===== config.mk =====
export PLATFORM = sky130hd
export DESIGN_NAME = keccak_msg_feeder
export DESIGN_NICKNAME = d
export VERILOG_FILES = /design/src/rtl/keccak_msg_feeder.sv
export SDC_FILE = /design/constraint.sdc
export NUM_CORES = 1
export LEC_CHECK = 0
export BUFFER_PORTS_ARGS = -buffer_cell sky130_fd_sc_hd__buf_4
export CAP_MARGIN = 20
export CORE_MARGIN = 2
export CORE_UTILIZATION = 36
export CTS_CLUSTER_SIZE = 28
export DETAILED_ROUTE_END_ITERATION = 10
export PLACE_DENSITY_LB_ADDON = 0.2
export SYNTH_ARGS = -nofsm -noshare
export SYNTH_HDL_FRONTEND = slang
export SYNTH_SLANG_ARGS = --single-unit

===== constraint.sdc =====
create_clock -name clk -period 2.46 [get_ports clk]
set_input_delay 0.369 -clock clk [delete_from_list [all_inputs] [get_ports clk]]
set_output_delay 0.369 -clock clk [all_outputs]
set_load 0.02 [all_outputs]

===== src/rtl/keccak_msg_feeder.sv =====
// Input-side streamer for the Keccak core.
// Takes byte-packed 32-bit message words over valid/ready, applies FIPS-202
// multi-rate padding for the selected mode, and hands rate-sized blocks of
// words to the core through a single registered output slot.
//
// Handshakes: an upstream word moves when msg_valid && msg_ready; a slot word
// moves to the core when wr_en && core_ready. A producer never withdraws a
// word while its valid is high, and slot contents are frozen until accepted.
module keccak_msg_feeder #(
  parameter logic [7:0] SHA3_DS  = 8'h06,
  parameter logic [7:0] SHAKE_DS = 8'h1F
) (
  input  logic        clk,
  input  logic        rst_n,
  input  logic [2:0]  cmode,
  input  logic        start,
  input  logic [31:0] msg_data,
  input  logic [2:0]  msg_nbytes,
  input  logic        msg_valid,
  input  logic        msg_last,
  output logic        msg_ready,
  output logic [31:0] dt_i_hash,
  output logic        wr_en,
  input  logic        core_ready,
  output logic        block_last,
  output logic        msg_end,
  output logic        busy,
  output logic        done,
  output logic        mode_err
);

  typedef enum logic [2:0] {
    S_IDLE = 3'd0,
    S_DATA = 3'd1,
    S_PAD  = 3'd2,
    S_PADZ = 3'd3,
    S_FIN  = 3'd4
  } state_t;

  state_t      state;
  state_t      nxt_state;
  logic [5:0]  wcnt;       // block position of the next word loaded into the slot
  logic [5:0]  last_idx;   // rate in words minus one, latched on start
  logic [7:0]  ds;         // domain/pad-start byte, latched on start

  logic        slot_free;
  logic        at_last;
  logic        accept;
  logic        mode_ok;
  logic        load_en;
  logic        load_final;
  logic [31:0] load_word;
  logic [31:0] pad_word;
  logic [31:0] pad_start;
  logic [31:0] zero_word;
  logic [7:0]  top_pad;

  // Last word index of a block for each supported mode (rate / 4 - 1)
  function automatic logic [5:0] rate_last(input logic [2:0] m);
    case (m)
      3'd0:    rate_last = 6'd35;
      3'd1:    rate_last = 6'd33;
      3'd2:    rate_last = 6'd25;
      3'd3:    rate_last = 6'd17;
      3'd4:    rate_last = 6'd41;
      3'd5:    rate_last = 6'd33;
      default: rate_last = 6'd0;
    endcase
  endfunction

  assign slot_free = !wr_en || core_ready;
  assign at_last   = (wcnt == last_idx);
  assign msg_ready = (state == S_DATA) && slot_free;
  assign accept    = msg_valid && msg_ready;
  assign mode_ok   = (cmode <= 3'd5);
  assign top_pad   = at_last ? 8'h80 : 8'h00;
  assign pad_start = {top_pad, 16'h0000, ds};
  assign zero_word = {top_pad, 24'h000000};

  // Partial last word: keep bytes below n, place DS at byte n, zero the rest
  always_comb begin
    pad_word = 32'h0;
    for (int i = 0; i < 4; i++) begin
      if (i < int'(msg_nbytes))
        pad_word[i*8 +: 8] = msg_data[i*8 +: 8];
      else if (i == int'(msg_nbytes))
        pad_word[i*8 +: 8] = ds;
    end
    pad_word[31:24] = pad_word[31:24] | top_pad;
  end

  // Decide what goes into the output slot this cycle and where the FSM goes
  always_comb begin
    load_en    = 1'b0;
    load_final = 1'b0;
    load_word  = 32'h0;
    nxt_state  = state;
    case (state)
      S_IDLE: begin
        if (start && mode_ok) nxt_state = S_DATA;
      end
      S_DATA: begin
        if (accept) begin
          load_en = 1'b1;
          if (!msg_last) begin
            load_word = msg_data;
          end else if (msg_nbytes >= 3'd4) begin
            load_word = msg_data;
            nxt_state = S_PAD;
          end else begin
            load_word  = pad_word;
            load_final = at_last;
            nxt_state  = at_last ? S_FIN : S_PADZ;
          end
        end
      end
      S_PAD: begin
        if (slot_free) begin
          load_en    = 1'b1;
          load_word  = pad_start;
          load_final = at_last;
          nxt_state  = at_last ? S_FIN : S_PADZ;
        end
      end
      S_PADZ: begin
        if (slot_free) begin
          load_en    = 1'b1;
          load_word  = zero_word;
          load_final = at_last;
          if (at_last) nxt_state = S_FIN;
        end
      end
      S_FIN: begin
        if (wr_en && core_ready) nxt_state = S_IDLE;
      end
      default: nxt_state = S_IDLE;
    endcase
  end

  // State, mode latches, output slot and status pulses
  always_ff @(posedge clk) begin
    if (!rst_n) begin
      state      <= S_IDLE;
      wcnt       <= 6'd0;
      last_idx   <= 6'd0;
      ds         <= 8'h00;
      dt_i_hash  <= 32'h0;
      wr_en      <= 1'b0;
      block_last <= 1'b0;
      msg_end    <= 1'b0;
      busy       <= 1'b0;
      done       <= 1'b0;
      mode_err   <= 1'b0;
    end else begin
      state    <= nxt_state;
      done     <= 1'b0;
      mode_err <= 1'b0;
      if (wr_en && core_ready) wr_en <= 1'b0;
      if (state == S_IDLE && start) begin
        if (mode_ok) begin
          last_idx <= rate_last(cmode);
          ds       <= (cmode >= 3'd4) ? SHAKE_DS : SHA3_DS;
          wcnt     <= 6'd0;
          busy     <= 1'b1;
        end else begin
          mode_err <= 1'b1;
        end
      end
      if (load_en) begin
        dt_i_hash  <= load_word;
        wr_en      <= 1'b1;
        block_last <= at_last;
        msg_end    <= load_final;
        wcnt       <= at_last ? 6'd0 : wcnt + 6'd1;
      end
      if (state == S_FIN && wr_en && core_ready) begin
        done       <= 1'b1;
        busy       <= 1'b0;
        dt_i_hash  <= 32'h0;
        block_last <= 1'b0;
        msg_end    <= 1'b0;
        wcnt       <= 6'd0;
      end
    end
  end

endmodule


==> run_results.csv <==
group,metric,value,unit
timing,period_needed,1910,ps
layout,fillers,633,
timing,fin_worst_skew,7.07,ps
layout,drive_above_1_share,28.4,%
logic_synthesis,synthAdderAreaFrac,0.526,%
route,drt_iter0_drc,87,
clock_network,cts_tree,"yes",
grt,grt_pass1_wl,10700,microns
logic_synthesis,synth_xor_area_share,2.21,%
logic_synthesis,ys_ff_latch,54,
logic_synthesis,synth_compound_area_share,24.0,%
logic_synthesis,synthMuxAreaShare,1.68,%
route,via_per_inst,5.25,
logic_synthesis,synth_largest_area_cell,"dfxtp_1",
layout,diodes,0,
logic_synthesis,synthSimpleGateAreaFrac,23.0,%
route,ant_nets,0,
setup_path,crit_arrival,2140,ps
logic_synthesis,synthArstFlopShare,0,%
setup_path,rrSetupSlack,550,ps
clock_network,cts_made_buffers,5,
route,wirelength,6410,microns
outcome,status,"completed",
logic_synthesis,ys.flop_type,"dfxtp_1",
timing,grt_setup_unrepaired,"no",
logic_synthesis,synth_enable_flop_cells,0,
logic_synthesis,syn_area,0.00238,sq mm
power,irDropWorstVdd,0.410,mV
timing,hold_viol_final,0,
logic_synthesis,synth.net_count,333,
floorplanning,die-area,0.00728,sq mm
timing,tns,0,ps
grt,antenna_found_initial,0,
timing,worstMarginPinSlew,725,ps
route,first_pass_iters,4,
setup_path,crit_fanout,6,
clock_network,post_cts_buffers,0,
layout,final_common_cell,"buf_4",
route,dr_total_vias,2347,
floorplanning,die_x,85.3,microns
logic_synthesis,synthCells,288,
logic_synthesis,synth_area_leaders,"dfxtp_1 (45%), a21oi_1 (6.9%), nand2_1 (6.5%)",
timing,max_freq,0.524,GHz
logic_synthesis,ys.warnings.count,0,
placement,preCtsSetupSlack,572,ps
clock_network,root_buffer,"clkbuf_8",
layout,area_growth,34.4,%
grt,gr-total-overflow,0,
setup_path,critical_path_class,"reg -> reg",
setup_path,endpoint_kind,"register",
logic_synthesis,synth_cell_types,44,
setup_path,cp-start-kind,"register",
floorplanning,start_util,37.3,%
route,wl_per_cell,14.3,microns
floorplanning,die_y,85.3,microns
timing,fin_crit_sh,77.6,%
placement,hpwlAfterDp,4830,microns
hold_path,hp-class,"in -> reg",
logic_synthesis,synth_top_area_share,45.4,%
clock_network,cts_max_path_buffers,2,
floorplanning,io_pins,83,
layout,nets,414,
grt,grt_pass1_vias,2208,
logic_synthesis,ys_seq_area_share,45.4,%
logic_synthesis,syn_avg_cell_area,8.26,sq um
timing,final_max_slew_viol_count,0,
clock_network,htreeDepth,2,
power,power_density,812,mW/mm^2
clock_network,clk_latency,310,ps
floorplanning,core.rowCount,29,
power,cellLeakagePower,0.00140,uW
placement,gp_congestion,0.820,
timing,relSlewSlack,51.5,%
clock_network,cts_sinks,54,
logic_synthesis,synth_top_family_by_area,"compound AO/OA/AOI/OAI gates",
grt,grt_max_degree,21,
clock_network,ctsResizeCount,0,
clock_network,clkSlewWorstSetupHoldPaths,100,ps
placement,io_buffer_count,82,
floorplanning,coreArea,0.00639,sq mm
grt,grt_usage,18.3,%
flow_run,drv_cap,0,
layout,mostFrequentLayoutCells,"buf_4 (89), dfxtp_1 (54), nand2_1 (41), nor2_1 (33), a21oi_1 (33)",
route,drc_errors,0,
timing,fin_ws,550,ps
setup_path,cp_data_required_time,2690,ps
timing,setup_viol,0,
clock_network,cts_hold_buf,0,
[through the flow]
step           power, uW  area (sq um)  hold WS, ps  std cells  util [%]
3_5_place_dp        2000          3080          444        439      48.3
6_report            2600          3200          286        447      50.1
3_3_place_gp        2000          3080          440        439      48.3
5_1_grt             2760          3200          277        447      50.1
4_1_cts             2620          3200          279        447      50.1
2_1_floorplan       1660          2380          460        288         -
[final cells by class]
| type | count | area (sq um) | area share (%) |
|---|---|---|---|
| Multi-Input combinational cell | 215 | 1220 | 38.2 |
| Sequential cell | 54 | 1080 | 33.8 |
| Timing Repair Buffer | 89 | 668 | 20.9 |
| Tap cell | 77 | 96.3 | 3.01 |
| Clock buffer | 5 | 68.8 | 2.15 |
| Clock inverter | 3 | 47.5 | 1.49 |
| Inverter | 4 | 15.0 | 0.469 |
[per-layer routing]
metal	GRT usage (%)	vias up	part of all wire, %
met5	0	-	0
met4	5.48	0	1.1
met3	5.16	8	5.7
met2	28.3	62	47
met1	24.7	1087	46
li1	-	1190	-
[cell families (layout without fill, tap and decap cells)]
logic type / after synthesis / count (layout)
AO/OA/AOI/OAI: 90 / 90
XOR/XNOR: 6 / 6
adder cells (fa/ha/maj): 1 / 1
buffers and inverters: 19 / 101
flip-flops: 54 / 54
multiplexers: 4 / 4
AND/OR/NAND/NOR: 114 / 114
[cells in the mapped netlist (2+ instances only)]
cell / count
inv_1: 3
dfxtp_1: 54
nand3_1: 5
or3_1: 3
buf_2: 4
nand2b_1: 4
nor2b_1: 5
o211a_1: 5
a22oi_1: 17
xor2_1: 5
nor3_1: 9
nor2_1: 33
a31oi_1: 11
o21ai_0: 7
a21oi_2: 2
a21oi_1: 33
o22ai_1: 2
or4b_1: 2
clkbuf_1: 11
nand2_1: 41
mux2i_1: 4
o21ai_1: 6
[worst max-delay path, cell delays in order (launching register included)]
cell     delay, ps
dfxtp_1        460
xor2_1         140
nor4_4         460
nand2_1        160
or3_1          430
a31oi_1        170
[worst paths after layout]
path,start,endpoint,cells past startpoint
max,wcnt[3],dt_i_hash[31],5
min,msg_data[29],dt_i_hash[29],3
max reg2reg,wcnt[3],dt_i_hash[31],5
min reg2reg,dt_i_hash[10],dt_i_hash[10],2
[report_power, final]
part	leakage [uW]	switching (uW)	internal [uW]
Clock	0.0000587	304	309
Combinational	0.000906	509	382
Sequential	0.000439	102	993
Total	0.00140	914	1680
[sequential cells by signal (all words and copies together) (netlist names)]
register and flops:
block_last 1, busy 1, done 1, ds 2, dt_i_hash 32, last_idx 5
mode_err 1, msg_end 1, state 3, wcnt 6, wr_en 1
Power figures use the tool's default switching activity.
